`config.mk`:
```
export PLATFORM = sky130hd
export DESIGN_NAME = m0_multiplier
export DESIGN_NICKNAME = d
export VERILOG_FILES = /design/src/rtl/m0_multiplier.sv
export SDC_FILE = /design/constraint.sdc
export NUM_CORES = 1
export LEC_CHECK = 0
export CAP_MARGIN = 20
export CORE_ASPECT_RATIO = 1.5
export CORE_MARGIN = 10
export CORE_UTILIZATION = 49
export CTS_CLUSTER_SIZE = 20
export DETAILED_ROUTE_END_ITERATION = 6
export PLACE_DENSITY_LB_ADDON = 0.1
export SETUP_SLACK_MARGIN = 0.2
export SLEW_MARGIN = 20
export SYNTH_ARGS = -nofsm -noshare
export SYNTH_HDL_FRONTEND = slang
export SYNTH_SLANG_ARGS = --single-unit
```
`constraint.sdc`:
```
create_clock -name clk -period 11 [get_ports clk]
set_clock_uncertainty 0.2 [all_clocks]
set_input_delay 1.1 -clock clk [delete_from_list [all_inputs] [get_ports clk]]
set_output_delay 1.1 -clock clk [all_outputs]
set_load 0.02 [all_outputs]
```
`src/rtl/m0_multiplier.sv`:
```
// m0_multiplier: MULS datapath, low-half product with N/Z flags.
// FAST=1 gives a registered single-cycle multiply; FAST=0 retires RADIX_BITS multiplier bits per cycle.
module m0_multiplier #(
    parameter int WIDTH      = 32,
    parameter int FAST       = 0,
    parameter int RADIX_BITS = 1
) (
    input  logic             clk,
    input  logic             reset,
    input  logic             start,
    input  logic             abort,
    input  logic [WIDTH-1:0] op_a,
    input  logic [WIDTH-1:0] op_b,
    output logic             busy,
    output logic             done,
    output logic [WIDTH-1:0] result,
    output logic             flag_n,
    output logic             flag_z
);
    logic go;
    assign go = start && !abort;
    if (FAST != 0) begin : g_fast
        logic [WIDTH-1:0] prod;
        assign prod = op_a * op_b;
        assign busy = 1'b0;
        always_ff @(posedge clk or negedge reset) begin
            if (!reset) begin
                done   <= 1'b0;
                result <= '0;
                flag_n <= 1'b0;
                flag_z <= 1'b0;
            end else begin
                done <= go;
                if (go) begin
                    result <= prod;
                    flag_n <= prod[WIDTH-1];
                    flag_z <= ~|prod;
                end
            end
        end
    end else begin : g_iter
        localparam int N  = WIDTH / RADIX_BITS;
        localparam int CW = $clog2(N);
        typedef enum logic {IDLE, RUN} state_t;
        state_t           state, state_d;
        logic [WIDTH-1:0] a, b, acc, a_d, b_d, acc_d, step;
        logic [CW-1:0]    count, count_d;
        logic             done_d;
        // One radix digit of the shadowed multiplier against the pre-shifted multiplicand
        assign step = acc + a * WIDTH'(b[RADIX_BITS-1:0]);
        assign busy = state == RUN;
        always_comb begin
            state_d = state;
            a_d     = a;
            b_d     = b;
            acc_d   = acc;
            count_d = count;
            done_d  = 1'b0;
            if (state == IDLE) begin
                if (go) begin
                    a_d     = op_a << RADIX_BITS;
                    b_d     = op_b >> RADIX_BITS;
                    acc_d   = op_a * WIDTH'(op_b[RADIX_BITS-1:0]);
                    count_d = CW'(N - 1);
                    state_d = RUN;
                end
            end else if (abort) begin
                state_d = IDLE;
            end else begin
                a_d     = a << RADIX_BITS;
                b_d     = b >> RADIX_BITS;
                acc_d   = step;
                count_d = count - CW'(1);
                done_d  = count == CW'(1);
                state_d = count == CW'(1) ? IDLE : RUN;
            end
        end
        always_ff @(posedge clk or negedge reset) begin
            if (!reset) begin
                state  <= IDLE;
                a      <= '0;
                b      <= '0;
                acc    <= '0;
                count  <= '0;
                done   <= 1'b0;
                result <= '0;
                flag_n <= 1'b0;
                flag_z <= 1'b0;
            end else begin
                state <= state_d;
                a     <= a_d;
                b     <= b_d;
                acc   <= acc_d;
                count <= count_d;
                done  <= done_d;
                if (done_d) begin
                    result <= step;
                    flag_n <= step[WIDTH-1];
                    flag_z <= ~|step;
                end
            end
        end
    end
endmodule

```
==> results of run 1 <==
state kept, by name, indices dropped and copies added, names as in the netlist:
signal / count
g_iter.b: 31
flag_z: 1
g_iter.count: 5
done: 1
result: 31
flag_n: 1
busy: 1
g_iter.acc: 32
g_iter.a: 31
layer usage:
| layer | track usage (%) | vias up | part of all wire (%) |
|---|---|---|---|
| met3 | 4.50 | 35 | 4.6 |
| met2 | 34.1 | 149 | 51 |
| met1 | 22.2 | 3262 | 41 |
| met4 | 8.28 | 0 | 2.7 |
| met5 | 0 | - | 0 |
| li1 | - | 3397 | - |
cell families (layout without fill, tap and decap cells):
| logic type | after synthesis | in the layout |
|---|---|---|
| simple gates | 341 | 341 |
| fa+ha+maj | 33 | 33 |
| xor+xnor | 15 | 15 |
| mux | 53 | 53 |
| buf+inv | 70 | 155 |
| compound gates | 257 | 257 |
| flops | 134 | 134 |
final timing paths:
kind                             startpoint           end  slack, ns
worst min register to register   result[22]    result[22]       0.28
min in group asynchronous             reset    result[17]       0.44
worst max-delay path            g_iter.b[0]        flag_z       6.68
worst min-delay path             result[22]    result[22]       0.28
worst max register to register  g_iter.b[0]        flag_z       6.68
max in group asynchronous             reset  g_iter.a[24]       8.78
power by group:
part / leakage [nW] / switching, mW / internal, mW / total, mW
Clock: 0.255 / 0.237 / 0.292 / 0.528
Sequential: 1.69 / 0.0544 / 0.560 / 0.614
Combinational: 2.31 / 0.303 / 0.206 / 0.509
Total: 4.25 / 0.594 / 1.06 / 1.65
area by class of cell:
class	count	area, um^2
clock buffer	17	425
timing repair buffer	108	1080
clock inverter	15	120
fill	1503	6460
tap	206	258
sequential	134	3360
inverter	15	56.3
multi-input combinational	699	4420
cells in the final DEF, fill, tap and decap left out, types with 7 or more instances in the layout:
master | netlist | routed
sky130_fd_sc_hd__nor2b_1 | 30 | 30
sky130_fd_sc_hd__clkbuf_16 | 0 | 17
sky130_fd_sc_hd__nor3_1 | 18 | 18
sky130_fd_sc_hd__o211ai_1 | 9 | 9
sky130_fd_sc_hd__a21o_1 | 11 | 11
sky130_fd_sc_hd__and3_1 | 10 | 10
sky130_fd_sc_hd__a221oi_1 | 23 | 23
sky130_fd_sc_hd__and2_1 | 39 | 39
sky130_fd_sc_hd__o21ai_0 | 85 | 85
sky130_fd_sc_hd__a21oi_1 | 62 | 62
sky130_fd_sc_hd__nor2_1 | 71 | 70
sky130_fd_sc_hd__clkdlybuf4s50_1 | 0 | 101
sky130_fd_sc_hd__nand2_1 | 116 | 116
sky130_fd_sc_hd__nand3_1 | 11 | 11
sky130_fd_sc_hd__mux2_2 | 21 | 21
sky130_fd_sc_hd__xnor2_1 | 9 | 9
sky130_fd_sc_hd__dfrtp_1 | 134 | 133
sky130_fd_sc_hd__inv_1 | 14 | 14
sky130_fd_sc_hd__mux2i_1 | 32 | 32
sky130_fd_sc_hd__or3_1 | 7 | 7
sky130_fd_sc_hd__ha_1 | 32 | 32
critical path, delay by kind of cell (launching register included):
kind | cells | cell delay [ns]
and+or+nand+nor | 5 | 1.15
AOI/OAI and AO/OA | 5 | 1.54
adders and majority gates | 2 | 0.64
DFF | 1 | 0.72
==> Implementation_results.wiki, run 1 <==
{| class="wikitable"
! Metric !! Value
|-
| Most area-consuming cells after synthesis || sky130_fd_sc_hd__dfrtp_1 42%, sky130_fd_sc_hd__nand2_1 5.4%, sky130_fd_sc_hd__o21ai_0 5.3%, sky130_fd_sc_hd__ha_1 5.0%, sky130_fd_sc_hd__mux2i_1 4.0%
|-
| RSZ-0062 raised after global routing || false
|-
| Total standard cell area after synthesis || 8040 um^2
|-
| Initial detailed-routing violation count || 436
|-
| Number of max-slew violations in the final report || 0
|-
| Post-route cell area || 9720 um^2
|-
| I/O Pins || 104
|-
| Combinational family with the most area after synthesis || simple AND/OR/NAND/NOR gates
|-
| Net total in the final layout || 1,076
|-
| Number of diodes added for antenna fixing || 0
|-
| Run status || complete, no violations
|-
| Cell type contributing the most total cell area after synthesis || sky130_fd_sc_hd__dfrtp_1
|-
| Startpoint kind of the worst setup timing path || flip-flop
|-
| Mean post-synth cell area || 8.91 um^2
|-
| Number of hold buffers added after cts || 0
|-
| Slew @ Worst Pin || 0.946 ns
|-
| Most repeated cell in the gate-level netlist after synthesis || sky130_fd_sc_hd__dfrtp_1
|-
| Final antenna-violating net count || 0
|-
| Share of synthesized area occupied by flip-flops and latches || 41.7%
|-
| Worst endpoint required time || 11.15 ns
|-
| Relative slew slack || 36.9%
|-
| Critical path start-end classification || flip-flop to flip-flop
|-
| Portion of netlist area occupied by mux cells || 6.92%
|-
| H-tree depth || 4
|-
| DP Wirelength || 15,100 um
|-
| Maximum operating frequency || 231 MHz
|-
| Fin Hold WS || 0.278 ns
|-
| Worst supply voltage drop on vdd || 0.104 mV
|-
| Parity-gate share of the synthesized area counting xor and xnor cells || 1.63%
|-
| CP arrival || 4.48 ns
|-
| Cell repeated most along the worst path || sky130_fd_sc_hd__a211o_1
|-
| Number of flops mapped to enable cells by yosys || 0
|-
| Buffer count from post-CTS setup fixing || 0
|-
| Cell depth of the worst hold path || 2
|-
| Number of core rows || 57
|-
| Total overflow reported by the global router || 0
|-
| CORE AREA || 16,200 um^2
|-
| FF+latch count, synth || 134
|-
| Post-synthesis cell count || 903
|-
| Total power after layout || 1.65 mW
|-
| Detailed Route WL || 21,400 um
|-
| Wire length of the first global-routing pass || 35,600 um
|-
| Fraction of synthesis flops using an asynchronous set or reset pin || 100%
|-
| Setup Total Neg Slack || 0 ns
|-
| Pwr per Cell Area || 170 nW/um^2
|-
| Clock-pin slew on the worst setup and hold paths || 0.06 ns
|-
| Vias in the first global route || 7,029
|-
| Maximum Capacitance Violations || 0
|-
| CP cell instances || and2_1 -> ha_1 -> fa_1 -> a211o_1 -> a211o_1 -> and4_4 -> or2_0 -> o41ai_1 -> nor2_1 -> a211oi_2 -> nand4_1 -> o21ai_1
|-
| Final cell count without fillers || 1,194
|-
| Vias per Instance || 5.73
|-
| Yosys cell types || 65
|-
| Period Utilization, post-route || 39.3%
|-
| CP max stage cell || sky130_fd_sc_hd__dfrtp_1
|-
| Area post-placement || 9180 um^2
|-
| Overall die height || 177 um
|-
| Setup WS pre-CTS || 6.67 ns
|-
| Average wire per standard cell || 17.9 um
|-
| Synthesized-area fraction occupied by ao, oa, aoi and oai cells || 20.5%
|-
| Number of cells on the worst reg-to-reg path || 12
|-
| Most instantiated flip-flop cell in the synthesis netlist || sky130_fd_sc_hd__dfrtp_1
|-
| IO buf count || 103
|-
| Endpoint class of the critical path || flip-flop
|-
| Weighted congestion reported at the end of routability-driven placement || 0.899
|-
| Delay of the slowest cell on the worst path || 0.72 ns
|-
| Area share of and/or/nand/nor cells after synthesis || 20.7%
|-
| Hold Crit Class || flip-flop to flip-flop
|-
| Net count after synthesis || 1,004
|-
| Overall die area || 22,000 um^2
|-
| Post-synth top area share || 41.7%
|-
| Largest net degree at the start of global routing || 86
|-
| Buffers from clock root to sink, at most || 2
|-
| Synth Area in Adders || 5.23%
|-
| Clk root buf || sky130_fd_sc_hd__clkbuf_16
|-
| Total routing usage reported by global routing || 19.5%
|-
| TritonCTS buffer count || 17
|-
| Final worst setup slack || 6.68 ns
|-
| X dimension of the die || 125 um
|-
| Synthesis-to-finish area growth || 20.9%
|-
| Fraction of final layout cells with drive strength greater than 1 || 7.79%
|-
| Warning count from the yosys run || 0
|-
| Starting density of the core || 49.7%
|-
| Total clock sinks || 134
|-
| Commonest cells post-synth || 134 x sky130_fd_sc_hd__dfrtp_1, 116 x sky130_fd_sc_hd__nand2_1, 85 x sky130_fd_sc_hd__o21ai_0
|-
| Min Clock Period, post-route || 4.32 ns
|-
| Latest clock arrival within the worst-skew pair || 0.43 ns
|-
| Final Hold Fails || 0
|-
| Post-route DRC || 0
|-
| Via total after detailed routing || 6,843
|-
| TritonCTS clock tree || yes
|-
| Cell Count Post-Placement || 1,162
|-
| Final number of setup-violating endpoints || 0
|-
| Critical path fanouts, max || 32
|-
| Initial antenna violation count || 0
|-
| Utilization after layout || 60.1%
|-
| Pleak || 4.25 nW
|-
| Total iterations of the first detailed-routing run || 6
|-
| Quantity of gates resized following cts || 0
|}
(Power assumes the default switching activity.)
==> run 2: changes to the inputs <==
==> constraint.sdc (replaced) <==
create_clock -name clk -period 4.1 [get_ports clk]
set_clock_uncertainty 0.2 [all_clocks]
set_input_delay 0.41 -clock clk [delete_from_list [all_inputs] [get_ports clk]]
set_output_delay 0.41 -clock clk [all_outputs]
set_load 0.02 [all_outputs]
==> run 2 against run 1 <==
Worst hold slack improved by 0.0019 ns. Global-route usage rose by 0.14 points. Register-to-register slack got worse by 6.3 ns. Sequential power rose to 2.7 times the previous value. Fmax rose by 17%. Worst setup slack got worse by 6.3 ns. Utilization rose by 1.8 points. Die area did not move. Sequential share of layout area fell by 1.0 points. Clock power rose to 2.9 times the previous value.
==> Implementation_results.wiki, run 2 (same netlist as run 1, synthesis figures left out) <==
{| class="wikitable"
! Metric !! Value
|-
| Filler cells || 1,447 (was 1,503)
|-
| IO buf count || 103 (unchanged)
|-
| Top library cells by usage in the layout, fill and taps aside || 133 x sky130_fd_sc_hd__dfrtp_1, 116 x sky130_fd_sc_hd__nand2_1, 101 x sky130_fd_sc_hd__clkdlybuf4s50_1 (unchanged)
|-
| Sum of buffers and inverters on the critical path || 2 (was 0)
|-
| Clock-pin slew on the worst setup and hold paths || 0.06 ns (about the same)
|-
| Top Family by Delay on Critical Path || compound AO/OA/AOI/OAI gates (unchanged)
|-
| Number of max-slew violations in the final report || 0 (unchanged)
|-
| Cell depth of the worst hold path || 2 (unchanged)
|-
| TritonCTS clock tree || yes (unchanged)
|-
| Cell repeated most along the worst path || sky130_fd_sc_hd__and2_1 (was sky130_fd_sc_hd__a211o_1)
|-
| CP cell instances || buf_6 -> and2_1 -> ha_1 -> and2_1 -> a221oi_4 -> a21o_1 -> buf_4 -> a211oi_1 -> o31a_1 -> or3_1 -> and2_1 -> a221oi_1 -> nor2_1 (was and2_1 -> ha_1 -> fa_1 -> a211o_1 -> a211o_1 -> and4_4 -> or2_0 -> o41ai_1 -> nor2_1 -> a211oi_2 -> nand4_1 -> o21ai_1)
|-
| Total iterations of the first detailed-routing run || 5 (was 6)
|-
| Final antenna-violating net count || 0 (unchanged)
|-
| Fraction of final layout cells with drive strength greater than 1 || 11.0% (was 7.79%)
|-
| Post-route DRC || 0 (unchanged)
|-
| Synthesis-to-finish area growth || 24.5% (was 20.9%)
|-
| Area post-placement || 9280 um^2 (was 9180 um^2)
|-
| Period Utilization, post-route || 90.4% (was 39.3%)
|-
| Most flops, register || g_iter.acc (unchanged)
|-
| Maximum Capacitance Violations || 0 (unchanged)
|-
| Total overflow reported by the global router || 0 (unchanged)
|-
| CP max stage cell || sky130_fd_sc_hd__dfrtp_1 (unchanged)
|-
| Pleak || 4.37 nW (was 4.25 nW)
|-
| Via total after detailed routing || 7,035 (was 6,843)
|-
| Starting density of the core || 49.7% (unchanged)
|-
| Number of cells on the worst reg-to-reg path || 13 (was 12)
|-
| Final number of setup-violating endpoints || 0 (unchanged)
|-
| Initial antenna violation count || 0 (unchanged)
|-
| Number of diodes added for antenna fixing || 0 (unchanged)
|-
| I/O Pins || 104 (unchanged)
|-
| Net total in the final layout || 1,095 (was 1,076)
|-
| Worst supply voltage drop on vdd || 0.417 mV (was 0.104 mV)
|-
| Run status || complete, no violations (unchanged)
|-
| H-tree depth || 4 (unchanged)
|-
| Largest net degree at the start of global routing || 93 (was 86)
|-
| Worst endpoint required time || 4.22 ns (was 11.15 ns)
|-
| Hold Crit Class || flip-flop to flip-flop (unchanged)
|-
| DP Wirelength || 15,800 um (was 15,100 um)
|-
| Initial detailed-routing violation count || 320 (was 436)
|-
| Min Clock Period, post-route || 3.70 ns (was 4.32 ns)
|-
| Total clock sinks || 134 (unchanged)
|-
| Overall die height || 177 um (unchanged)
|-
| Number of core rows || 57 (unchanged)
|-
| CORE AREA || 16,200 um^2 (unchanged)
|-
| RSZ-0062 raised after global routing || false (unchanged)
|-
| Average wire per standard cell || 18.0 um (was 17.9 um)
|-
| Setup WS pre-CTS || 0.267 ns (was 6.67 ns)
|-
| Weighted congestion reported at the end of routability-driven placement || 0.923 (was 0.899)
|-
| Maximum operating frequency || 270 MHz (was 231 MHz)
|-
| Critical path start-end classification || flip-flop to flip-flop (unchanged)
|-
| CP arrival || 3.82 ns (was 4.48 ns)
|-
| Post-route cell area || 10,000 um^2 (was 9720 um^2)
|-
| Vias per Instance || 5.80 (was 5.73)
|-
| Worst R2R Start || g_iter.b[0] (unchanged)
|-
| Startpoint kind of the worst setup timing path || flip-flop (unchanged)
|-
| Flip-flop count of the largest register after layout || 32 (unchanged)
|-
| TritonCTS buffer count || 17 (unchanged)
|-
| Relative slew slack || 42.7% (was 36.9%)
|-
| Worst R2R Setup Slack || 0.40 ns (was 6.68 ns)
|-
| Endpoint class of the critical path || flip-flop (unchanged)
|-
| Slew @ Worst Pin || 0.860 ns (was 0.946 ns)
|-
| Endpoint of the worst-slack reg-to-reg timing path || g_iter.acc[28] (was flag_z)
|-
| Endpoint, Worst Hold || result[22] (unchanged)
|-
| Latest clock arrival within the worst-skew pair || 0.44 ns (was 0.43 ns)
|-
| X dimension of the die || 125 um (unchanged)
|-
| Vias in the first global route || 7,258 (was 7,029)
|-
| Clk root buf || sky130_fd_sc_hd__clkbuf_16 (unchanged)
|-
| Detailed Route WL || 21,800 um (was 21,400 um)
|-
| Most common library cell in the layout ignoring fill and taps || sky130_fd_sc_hd__dfrtp_1 (unchanged)
|-
| Final Hold Fails || 0 (unchanged)
|-
| Setup Total Neg Slack || 0 ns (unchanged)
|-
| Wire length of the first global-routing pass || 35,800 um (was 35,600 um)
|-
| Critical path fanouts, max || 20 (was 32)
|-
| Buffers from clock root to sink, at most || 2 (unchanged)
|-
| Overall die area || 22,000 um^2 (unchanged)
|-
| Delay of the slowest cell on the worst path || 0.40 ns (was 0.72 ns)
|-
| Final worst setup slack || 0.395 ns (was 6.68 ns)
|-
| Pwr per Cell Area || 465 nW/um^2 (was 170 nW/um^2)
|-
| Critical hold path startpoint || result[22] (unchanged)
|-
| Total routing usage reported by global routing || 19.6% (was 19.5%)
|}
-- run 2: routing by layer --
metal	wire length, um	vias to the layer above	track usage [%]
met5	0	-	0
met4	557	0	7.45
met3	1170	46	5.04
met2	11400	181	35.7
met1	8700	3380	21.3
li1	-	3428	-
-- run 2: worst max path at each step --
| stage | start | endpoint | slack [ns] | cells past startpoint |
|---|---|---|---|---|
| floorplan | g_iter.b[0] | flag_z | 0.61 | 13 |
| global placement | g_iter.b[0] | flag_z | 0.35 | 12 |
| detailed placement | g_iter.b[0] | flag_z | 0.27 | 12 |
| CTS | g_iter.b[0] | flag_z | 0.26 | 12 |
| global route | g_iter.a[1] | flag_z | 0.17 | 13 |
| finish | g_iter.b[0] | g_iter.acc[28] | 0.40 | 13 |
-- run 2: power by group --
part / switching, mW / internal [mW]
clock network: 0.662 / 0.859
logic: 0.892 / 0.614
registers: 0.126 / 1.50
-- run 2: worst register-to-register path: cells and delay by family, from the launching register on --
family / cells / cell delay (ns)
adder cells (fa/ha/maj): 1 / 0.33
AND/OR/NAND/NOR: 5 / 1.01
flip-flops: 1 / 0.40
AO/OA/AOI/OAI: 5 / 1.32
buffers and inverters: 2 / 0.32
-- run 2: layout make-up --
type                    count  area [um^2]  area share [%]
clock buffers              17          425            4.25
well taps                 206          258            2.57
inverters                  15         56.3           0.562
clock inverters            15          163            1.62
flip-flops and latches    134         3360            33.5
repair buffers            127         1210            12.1
multi-input cells         699         4540            45.4
-- run 2: per-stage QoR --
stage	hold slack [ns]	cells	total power, mW	util (%)
after global placement	0.261	1178	3.05	57.3
after CTS	0.284	1211	4.61	61.0
after detailed placement	0.269	1178	3.07	57.3
after floorplan	-0.0856	903	2.61	-
final	0.280	1213	4.65	61.9
after global routing	0.312	1213	4.94	61.9
-- run 2: repair_timing --
item / CTS / global route
setup endpoints to repair: 0 / 3
hold buffers: 1 / 0
resized for setup: 0 / 26
setup buffers: 0 / 2
endpoints found under the hold margin: 82 / 0
